## config.mk

```make
export PLATFORM = sky130hd
export DESIGN_NAME = window_3x3_gen
export DESIGN_NICKNAME = d
export VERILOG_FILES = /design/src/rtl/window_3x3_gen.sv
export SDC_FILE = /design/constraint.sdc
export NUM_CORES = 1
export LEC_CHECK = 0
export ABC_CLOCK_PERIOD_IN_PS = 4500
export CORE_MARGIN = 5
export CORE_UTILIZATION = 50
export CTS_CLUSTER_DIAMETER = 30
export DETAILED_ROUTE_END_ITERATION = 12
export GPL_ROUTABILITY_DRIVEN = 0
export PLACE_DENSITY = 0.68
export RECOVER_POWER = 25
export SLEW_MARGIN = 20
export SYNTH_ARGS = -nofsm -noshare
export SYNTH_HDL_FRONTEND = slang
export SYNTH_SLANG_ARGS = --single-unit
```

## constraint.sdc

```tcl
create_clock -name clk -period 4.5 [get_ports clk]
set_input_delay 0.45 -clock clk [delete_from_list [all_inputs] [get_ports clk]]
set_output_delay 0.45 -clock clk [all_outputs]
set_load 0.05 [all_outputs]
```

## src/rtl/window_3x3_gen.sv

```systemverilog
// Streaming 3x3 window generator: two line buffers plus a 3x3 shift register.
// Emits one window per sampled pixel once two full rows and two columns are available.
module window_3x3_gen #(
  parameter int WIDTH  = 30,
  parameter int HEIGHT = 30
) (
  input  logic        clk,
  input  logic        rst_n,
  input  logic [7:0]  grayscale_i,
  input  logic        done_i,
  output logic [71:0] window_o,
  output logic        valid_o,
  output logic        frame_done_o
);

  localparam int CW = $clog2(WIDTH);
  localparam int RW = $clog2(HEIGHT);

  localparam logic [CW-1:0] COL_LAST = CW'(WIDTH - 1);
  localparam logic [RW-1:0] ROW_LAST = RW'(HEIGHT - 1);
  localparam logic [CW-1:0] COL_TWO  = CW'(2);
  localparam logic [RW-1:0] ROW_TWO  = RW'(2);

  // Position of the next pixel to be sampled
  logic [CW-1:0] r_col;
  logic [RW-1:0] r_row;

  // Previous two image rows, addressed by column
  logic [7:0] r_lb1 [WIDTH];
  logic [7:0] r_lb2 [WIDTH];

  // Window rows, oldest column in the upper byte
  logic [23:0] r_top;
  logic [23:0] r_mid;
  logic [23:0] r_bot;

  logic [71:0] r_window;
  logic        r_valid;
  logic        r_frame_done;

  logic        w_sample;
  logic        w_col_last;
  logic        w_row_last;
  logic        w_win_ok;
  logic [7:0]  w_lb1_q;
  logic [7:0]  w_lb2_q;
  logic [23:0] w_top_next;
  logic [23:0] w_mid_next;
  logic [23:0] w_bot_next;

  assign w_sample   = done_i;
  assign w_col_last = (r_col == COL_LAST);
  assign w_row_last = (r_row == ROW_LAST);
  assign w_win_ok   = (r_row >= ROW_TWO) && (r_col >= COL_TWO);

  assign w_lb1_q = r_lb1[r_col];
  assign w_lb2_q = r_lb2[r_col];

  assign w_top_next = {r_top[15:0], w_lb2_q};
  assign w_mid_next = {r_mid[15:0], w_lb1_q};
  assign w_bot_next = {r_bot[15:0], grayscale_i};

  // Raster position counters; the last pixel of a frame wraps both to zero
  // NOTE: sequential state uses non-blocking (<=) so every flop samples pre-edge values.
  always_ff @(posedge clk or negedge rst_n) begin
    if (!rst_n) begin
      r_col <= '0;
      r_row <= '0;
    end else if (w_sample) begin
      if (w_col_last) begin
        r_col <= '0;
        r_row <= w_row_last ? '0 : r_row + RW'(1);
      end else begin
        r_col <= r_col + CW'(1);
      end
    end
  end

  // NOTE: line buffers are plain RAM without reset; stale rows are never emitted
  // because window validity is gated by the row/col counters.
  always_ff @(posedge clk) begin
    if (w_sample) begin
      r_lb2[r_col] <= w_lb1_q;
      r_lb1[r_col] <= grayscale_i;
    end
  end

  always_ff @(posedge clk or negedge rst_n) begin
    if (!rst_n) begin
      r_top <= '0;
      r_mid <= '0;
      r_bot <= '0;
    end else if (w_sample) begin
      r_top <= w_top_next;
      r_mid <= w_mid_next;
      r_bot <= w_bot_next;
    end
  end

  // Output window is loaded only for valid samples so it holds between windows
  always_ff @(posedge clk or negedge rst_n) begin
    if (!rst_n) begin
      r_window     <= '0;
      r_valid      <= 1'b0;
      r_frame_done <= 1'b0;
    end else begin
      r_valid      <= w_sample && w_win_ok;
      r_frame_done <= w_sample && w_col_last && w_row_last;
      if (w_sample && w_win_ok) begin
        r_window <= {w_top_next, w_mid_next, w_bot_next};
      end
    end
  end

  assign window_o     = r_window;
  assign valid_o      = r_valid;
  assign frame_done_o = r_frame_done;

endmodule

```

==> results.yml, run 1 <==
global_route:
  grt_pass1_vias: 13600
  grt_overflow: 0
  grt_start_max_net_pins: 94
  grt_first_pass_wirelength_um: 90600
  grtUsageTotal_pct: 24.0
  antenna_found_initial: 2
die:
  start_util_pct: 50.7
  fp-row-count: 79
  ios: 85
  die-height_um: 227
  die_w_um: 227
  dieArea_um2: 51800
  core-area_um2: 46700
status:
  violations: "capacitance limit, slew limit"
  status: "finished with violations"
power_and_ir_drop:
  clkPwrFrac_pct: 36.9
  irDropWorstVdd_v: 0.000403
  p_sw_share_pct: 32.5
  p_per_area_nw_per_um2: 786
  p_leak_nw: 10.7
  seq_power_share_pct: 36.2
  p_int_mw: 15.6
  p_comb_share_pct: 27.0
  p_sw_mw: 7.50
sta:
  rsz0062_at_grt: "false"
  worst_slew_pin_slew_ps: 2580
  post-route-min-period_ps: 3750
  hold_viol: 0
  slew_violations: 325
  max_freq_mhz: 267
  setup_viol: 0
  finalSetupTns_ps: 0
  slew_headroom_pct: -71.7
  fin_crit_sh_pct: 83.3
  fin_skew_ps: 29.9
routing:
  drt_wl_total_um: 61600
  wl_per_cell_um: 27.3
  vias_per_cell: 5.98
  vias: 13500
  antenna_left: 0
  drtIter0Drc: 1676
  drt_pass1_iterations: 5
  drc: 0
clock_network:
  cts_htree_levels: 3
  post_cts_resize_count: 0
  numCtsBuffers: 113
  post-cts-setup-buffers: 0
  clk_pin_slew_worst_paths_ps: 50
  root_buffer: "clkbuf_16"
  hold_buffers: 1
  cts_buffer_depth: 3
  cts_tree: "done"
  clk_latency_ps: 650
  cts_sinks: 612
setup_path:
  worst_setup_path_start_kind: "flip-flop"
  critPathSlowestCell: "dfrtp_1"
  crit_arrival_ps: 4100
  path_cells: "nand4bb_1 > buf_4 > o22ai_1 > nor2_1 > nand4_1 > buf_4"
  worst_r2r_path_depth: 6
  worst_setup_path_end_kind: "flip-flop"
  crit_required_ps: 4850
  path_common_cell: "buf_4"
  path_max_fanout: 35
  critPathKind: "flip-flop to flip-flop"
  critPathMaxStageDelay_ps: 1080
placement:
  dp_hpwl_um: 36800
  io_buffers: 84
  dpl-instance-area_um2: 25400
worst_hold_path:
  worstHoldPathType: "input port to flip-flop"
  hold_depth: 2
yosys:
  yosysSeqAreaShare_pct: 74.9
  async_reset_ff_share_pct: 21.6
  post_synth.cell_area_avg_um2: 17.5
  yosysWarnings: 0
  synth-edff-count: 480
  yosys.cell_types.count: 46
  syn_area_um2: 23700
  ys_seq_elements: 612
  synthFlopType: "edfxtp_1"
  syn-num-nets: 1369
  synthCells: 1351
flow_run:
  maxCapViolCount: 8
final_layout:
  finalNetCount: 1563
  drive_gt1_share_pct: 24.5
  area_growth_pct: 24.2
  post-route-cell-area_um2: 29400
## worst max-delay path, delay by kind of cell (launching register included)
family | cells | cell delay (ps)
simple gates | 3 | 1430
flops | 1 | 1080
buf+inv | 2 | 820
compound gates | 1 | 120
## cell families after synthesis
group	count (synthesis)	synth area share, %
AO/OA/AOI/OAI	147	3.92
AND/OR/NAND/NOR	160	3.66
adder cells (fa/ha/maj)	7	0.370
flip-flops	612	74.9
buffers and inverters	86	2.04
XOR/XNOR	2	0.0741
multiplexers	337	15.0
## cells in the mapped netlist, types with 3 or more instances
library cell  number  area [µm²]
mux4_2             3        67.6
o21ai_0            9        45.0
nand3_1            9        45.0
mux2_2            99        1110
nor4_1            29         181
nand3b_1           3        22.5
mux2_4             4        60.1
a31oi_1           18         113
clkbuf_2           7        35.0
o22ai_1          109         682
clkbuf_1          16        60.1
nand4bb_1          6        67.6
dfrtp_1          132        3300
nor2_1            60         225
buf_6              9         101
buf_2             37         185
mux2i_1          231        2310
inv_1              4        15.0
or4b_1             4        40.0
nor3_1             8        40.0
edfxtp_1         480       14400
buf_4             10        75.1
ha_1               7        87.6
a21oi_1            4        20.0
nand2_1           18        67.6
nand4_1            5        31.3
nor2b_1            5        31.3
## final timing paths
kind	startpoint	endpoint	slack [ps]
setup / recovery	r_col[2]$_DFFE_PN0P_	r_lb2[21][0]$_DFFE_PP_	750
hold / removal	done_i	r_mid[3]$_DFFE_PN0P_	230
setup reg to reg	r_col[2]$_DFFE_PN0P_	r_lb2[21][0]$_DFFE_PP_	750
hold reg to reg	r_top[11]$_DFFE_PN0P_	window_o[67]$_DFFE_PN0P_	500
max in group asynchronous	rst_n	r_col[1]$_DFFE_PN0P_	1520
min in group asynchronous	rst_n	window_o[14]$_DFFE_PN0P_	1140
## registers in the layout, indices dropped and copies added (netlist names)
signal        count
r_lb1           240
r_lb2           240
window_o         72
r_bot            16
r_mid            16
r_top            16
r_col             5
r_row             5
frame_done_o      1
valid_o           1
## power groups by stage
stage	clock, mW	combinational [mW]	sequential [mW]
floorplan	0	3.09	9.22
global placement	0	6.11	8.40
detailed placement	0	6.20	8.43
CTS	8.61	6.23	8.34
global route	8.91	6.57	8.43
finish	8.51	6.23	8.35
## stage by stage
| stage | hold WS (ps) | utilization, % | worst slack (ps) | total power [mW] | std cells |
|---|---|---|---|---|---|
| 3_5_place_dp | 492 | 54.5 | 960 | 14.6 | 2036 |
| 2_1_floorplan | 154 | - | 1400 | 12.3 | 1351 |
| 5_1_grt | 232 | 62.9 | 712 | 23.9 | 2251 |
| 6_report | 235 | 63.0 | 751 | 23.1 | 2253 |
| 4_1_cts | 200 | 63.0 | 929 | 23.2 | 2251 |
| 3_3_place_gp | 484 | 54.5 | 970 | 14.5 | 2036 |
## layer usage
metal	track usage, %	vias up	part of all wire (%)
met5	0	-	0
met4	8.89	0	3.5
met3	6.01	137	8.5
met2	38.0	709	47
met1	32.6	6885	41
li1	-	5752	-
## final cells by class
cell class / instances / area (µm²)
well taps: 607 / 759
fillers: 3254 / 17300
clock buffers: 137 / 3150
flip-flops and latches: 612 / 17700
multi-input cells: 653 / 5520
repair buffers: 159 / 1380
clock inverters: 77 / 808
inverters: 6 / 22.5
diodes: 2 / 5.00
## placed cells by master, fill, tap and decap left out, types with 4 or more instances in the layout
| cell | netlist | final |
|---|---|---|
| clkbuf_8 | 0 | 6 |
| nor2_1 | 60 | 46 |
| buf_4 | 10 | 69 |
| clkinvlp_4 | 0 | 11 |
| o21ai_0 | 9 | 9 |
| mux2_4 | 4 | 4 |
| clkbuf_16 | 0 | 121 |
| a31oi_1 | 18 | 18 |
| inv_6 | 0 | 8 |
| nand4bb_1 | 6 | 6 |
| clkinv_2 | 0 | 30 |
| nand3_1 | 9 | 9 |
| nor3_2 | 0 | 7 |
| a21oi_1 | 4 | 4 |
| clkinv_4 | 0 | 6 |
| nor2_2 | 0 | 14 |
| mux2_2 | 99 | 99 |
| nand4_1 | 5 | 5 |
| nor2b_1 | 5 | 5 |
| clkbuf_1 | 16 | 18 |
| clkinv_1 | 1 | 8 |
| nand2_1 | 18 | 18 |
| edfxtp_1 | 480 | 480 |
| mux2i_1 | 231 | 231 |
| dlygate4sd3_1 | 0 | 5 |
| ha_1 | 7 | 7 |
| bufinv_16 | 0 | 13 |
| o22ai_1 | 109 | 109 |
| nor4_1 | 29 | 29 |
| dfrtp_1 | 132 | 131 |
| inv_1 | 4 | 4 |
| clkdlybuf4s50_1 | 0 | 74 |
| or4b_1 | 4 | 4 |
No activity file was read; power rests on OpenSTA's default activity.
==> inputs of run 2 (changes only) <==
--- a/config.mk
+++ b/config.mk
@@ -5,7 +5,7 @@
 export SDC_FILE = /design/constraint.sdc
 export NUM_CORES = 1
 export LEC_CHECK = 0
-export ABC_CLOCK_PERIOD_IN_PS = 4500
+export ABC_CLOCK_PERIOD_IN_PS = 3850
 export CORE_MARGIN = 5
 export CORE_UTILIZATION = 50
 export CTS_CLUSTER_DIAMETER = 30
==> constraint.sdc (replaced) <==
create_clock -name clk -period 3.85 [get_ports clk]
set_input_delay 0.385 -clock clk [delete_from_list [all_inputs] [get_ports clk]]
set_output_delay 0.385 -clock clk [all_outputs]
set_load 0.05 [all_outputs]
==> results.yml, run 2 (same netlist as run 1, synthesis figures left out) <==
flow_run:
  maxCapViolCount: 8
routing:
  drtIter0Drc: 1401
  drc: 0
  drt_pass1_iterations: 5
  wl_per_cell_um: 27.1
  vias_per_cell: 5.91
  antenna_left: 0
  vias: 13500
  drt_wl_total_um: 61700
sta:
  hold_viol: 0
  post-route-min-period_ps: 3300
  finalSetupTns_ps: 0
  fin_skew_ps: 23.4
  slew_headroom_pct: -123
  rsz0062_at_grt: "false"
  max_freq_mhz: 303
  worst_slew_pin_slew_ps: 3350
  setup_viol: 0
  fin_crit_sh_pct: 85.6
  slew_violations: 354
status:
  violations: "capacitance limit, slew limit"
  status: "finished with violations"
clock_network:
  cts_htree_levels: 3
  hold_buffers: 1
  numCtsBuffers: 111
  cts_tree: "done"
  root_buffer: "clkbuf_16"
  clk_latency_ps: 650
  clk_pin_slew_worst_paths_ps: 50
  post-cts-setup-buffers: 0
  cts_buffer_depth: 3
  post_cts_resize_count: 0
  cts_sinks: 612
setup_path:
  critical_path_buf_inv_count: 2
  path_max_fanout: 49
  critPathMaxStageDelay_ps: 910
  crit_required_ps: 4210
  path_common_cell: "buf_12"
  crit_family: "simple AND/OR/NAND/NOR gates"
  crit_arrival_ps: 3660
  worst_setup_path_start_kind: "flip-flop"
  worst_setup_path_end_kind: "flip-flop"
  path_cells: "buf_12 > buf_12 > mux2i_1 > o22ai_1 > nor4_1 > a31oi_1"
  critPathSlowestCell: "nor4_1"
  critPathKind: "flip-flop to flip-flop"
power_and_ir_drop:
  p_leak_nw: 10.7
  irDropWorstVdd_v: 0.000392
  p_per_area_nw_per_um2: 911
final_layout:
  area_growth_pct: 24.4
  antenna_cells: 0
  multi_input_area_um2: 5540
  final-seq-area_um2: 17700
  finalNetCount: 1592
  final_util_pct: 63.1
  final_cell_mix: "edfxtp_1, mux2i_1, dfrtp_1"
  drive_gt1_share_pct: 24.8
  final_common_cell: "edfxtp_1"
  nFillCells: 3218
die:
  die_w_um: 227
  start_util_pct: 50.7
  fp-row-count: 79
  ios: 85
  die-height_um: 227
  dieArea_um2: 51800
  core-area_um2: 46700
global_route:
  grt_overflow: 0
  grt_first_pass_wirelength_um: 89500
  grtUsageTotal_pct: 23.8
  grt_start_max_net_pins: 93
  antenna_found_initial: 0
  grt_pass1_vias: 13400
worst_hold_path:
  worstHoldPathType: "input port to flip-flop"
placement:
  dp_hpwl_um: 37500
  io_buffers: 84
run 2: changes by cell type in the layout (fill, tap and decap cells not counted), sizes merged:
cell	delta
dlygate4sd3	+3
clkinvlp	-3
clkbuf	+7
inv	+1
buf	+28
bufinv	-3
diode	-2
clkinv	-6
run 2: area by class of cell:
class                           count  share of cell area (%)
Timing Repair Buffer              190                    5.56
Tap cell                          607                    2.58
Clock buffer                      144                    10.4
Multi-Input combinational cell    653                    18.8
Inverter                            6                  0.0765
Sequential cell                   612                    60.2
Clock inverter                     66                    2.33
run 2: where the power goes:
group	switching, mW	internal [mW]	total [mW]	leakage, nW
clock	3.23	6.28	9.51	1.83
combinational	4.99	2.64	7.62	3.03
sequential	0.622	9.07	9.69	5.87
run 2: metal layers:
metal / GRT usage, % / vias to the layer above / part of all wire, % / routed length [µm]
li1: - / 5822 / - / -
met1: 32.2 / 6887 / 41 / 25300
met2: 38.5 / 651 / 48 / 29700
met3: 5.05 / 111 / 7.8 / 4790
met4: 8.74 / 0 / 3.1 / 1900
met5: 0 / - / 0 / 0
run 2: worst paths after layout:
kind | from | endpoint | slack [ps] | depth (start not counted)
min in group asynchronous | rst_n | r_bot[13]$_DFFE_PN0P_ | 1080 | 2
min | done_i | r_col[1]$_DFFE_PN0P_ | 130 | 2
max in group asynchronous | rst_n | r_col[1]$_DFFE_PN0P_ | 1000 | 2
max reg2reg | r_col[1]$_DFFE_PN0P_ | r_top[6]$_DFFE_PN0P_ | 550 | 6
max | r_col[1]$_DFFE_PN0P_ | r_top[6]$_DFFE_PN0P_ | 550 | 6
min reg2reg | window_o[51]$_DFFE_PN0P_ | window_o[51]$_DFFE_PN0P_ | 490 | 1
run 2: metrics by stage:
step / std cells / hold WS [ps] / setup WS (ps) / area (µm²) / power [mW]
after global placement: 2067 / 479 / 706 / 25700 / 17.2
after detailed placement: 2067 / 480 / 750 / 25700 / 17.3
after floorplan: 1351 / 89.4 / 755 / 23700 / 14.4
final: 2278 / 128 / 555 / 29400 / 26.8
after global routing: 2278 / 137 / 386 / 29400 / 27.7
after CTS: 2278 / 99.2 / 738 / 29500 / 26.9
==> inputs of run 3 (changes only) <==
--- a/config.mk
+++ b/config.mk
@@ -6,8 +6,10 @@
 export NUM_CORES = 1
 export LEC_CHECK = 0
 export ABC_CLOCK_PERIOD_IN_PS = 3850
+export CORE_ASPECT_RATIO = 0.6
 export CORE_MARGIN = 5
 export CORE_UTILIZATION = 50
+export CTS_BUF_LIST = sky130_fd_sc_hd__clkbuf_8
 export CTS_CLUSTER_DIAMETER = 30
 export DETAILED_ROUTE_END_ITERATION = 12
 export GPL_ROUTABILITY_DRIVEN = 0
==> results.yml, run 3 (same netlist as run 1, synthesis figures left out) <==
global_route:
  antenna_found_initial: 0
  grtUsageTotal_pct: 22.9
  grt_overflow: 0
  grt_first_pass_wirelength_um: 86900
  grt_start_max_net_pins: 94
  grt_pass1_vias: 12900
clock_network:
  clk_latency_ps: 650
  hold_buffers: 1
  post-cts-setup-buffers: 0
  cts_sinks: 612
  root_buffer: "clkbuf_8"
  cts_buffer_depth: 3
  cts_htree_levels: 3
  clk_pin_slew_worst_paths_ps: 60
  cts_tree: "done"
  numCtsBuffers: 88
  post_cts_resize_count: 0
sta:
  post-route-min-period_ps: 3450
  slew_headroom_pct: -68.9
  max_freq_mhz: 290
  setup_viol: 0
  worst_slew_pin_slew_ps: 2530
  hold_viol: 0
  fin_crit_sh_pct: 89.5
  rsz0062_at_grt: "false"
  setup_ws_ps: 402
  fin_skew_ps: 28.5
  finalSetupTns_ps: 0
  slew_violations: 292
final_layout:
  finalNetCount: 1555
  drive_gt1_share_pct: 20.6
  final_cell_mix: "edfxtp_1, mux2i_1, dfrtp_1"
  area_growth_pct: 15.2
  antenna_cells: 0
  final_common_cell: "edfxtp_1"
placement:
  io_buffers: 84
  place_ws_ps: 557
  dp_hpwl_um: 37600
routing:
  drc: 0
  drtIter0Drc: 1688
  vias: 13300
  wl_per_cell_um: 26.9
  vias_per_cell: 5.95
  drt_pass1_iterations: 7
  drt_wl_total_um: 60300
  antenna_left: 0
power_and_ir_drop:
  irDropWorstVdd_v: 0.000592
  p_per_area_nw_per_um2: 810
  p_leak_nw: 9.85
die:
  die-height_um: 178
  fp-row-count: 61
  core-area_um2: 46600
  ios: 85
  die_w_um: 291
  start_util_pct: 50.8
  dieArea_um2: 51900
setup_path:
  worst_setup_path_end_kind: "flip-flop"
  path_max_fanout: 31
  critPathKind: "flip-flop to flip-flop"
  crit_arrival_ps: 3970
  worst_setup_path_start_kind: "flip-flop"
  crit_required_ps: 4370
flow_run:
  maxCapViolCount: 6
worst_hold_path:
  worstHoldPathType: "input port to flip-flop"
status:
  status: "finished with violations"
  violations: "capacitance limit, slew limit"
## run 3: final timing paths
path	depth (start not counted)	slack [ps]	endpoint	from
max reg2reg	6	400	window_o[29]$_DFFE_PN0P_	r_col[2]$_DFFE_PN0P_
max	6	400	window_o[29]$_DFFE_PN0P_	r_col[2]$_DFFE_PN0P_
max in group asynchronous	2	960	r_col[1]$_DFFE_PN0P_	rst_n
min reg2reg	2	490	window_o[48]$_DFFE_PN0P_	window_o[48]$_DFFE_PN0P_
min in group asynchronous	2	1020	r_top[12]$_DFFE_PN0P_	rst_n
min	2	300	r_col[1]$_DFFE_PN0P_	done_i
## run 3: metrics by stage
step                      total power [mW]  utilization, %  hold WS (ps)  area [µm²]  instances
after floorplan                       14.4               -          89.4       23700       1351
after global placement                17.1            55.0           479       25600       2076
after detailed placement              17.3            55.0           488       25600       2076
after CTS                             22.1            58.6          25.5       27300       2239
after global routing                  22.9            58.5           310       27200       2239
final                                 22.1            58.5           296       27200       2239
## run 3: critical path, stage by stage, from the launching register on
cell and delay, ps:
dfrtp_1 750, or4b_1 900, o22ai_1 200, nor4_1 590, nand2_1 250, buf_4 310
mux2_4 300
## run 3: per-layer routing
layer / part of all wire [%] / GRT usage [%] / vias up
li1: - / - / 5676
met5: 0 / 0 / -
met4: 1.9 / 5.44 / 0
met1: 44 / 34.6 / 6850
met3: 11 / 6.72 / 100
met2: 43 / 33.0 / 697
## run 3: layout make-up
class | count | area [µm²]
Multi-Input combinational cell | 653 | 5500
Clock inverter | 65 | 328
Sequential cell | 612 | 17700
Timing Repair Buffer | 176 | 1550
Fill cell | 3482 | 19300
Clock buffer | 97 | 1340
Inverter | 6 | 22.5
Tap cell | 630 | 788
## run 3: report_power, final
part / internal, mW / leakage, nW / switching, mW
Sequential: 9.05 / 5.87 / 0.609
Combinational: 2.58 / 2.97 / 4.99
Clock: 2.41 / 1.00 / 2.44
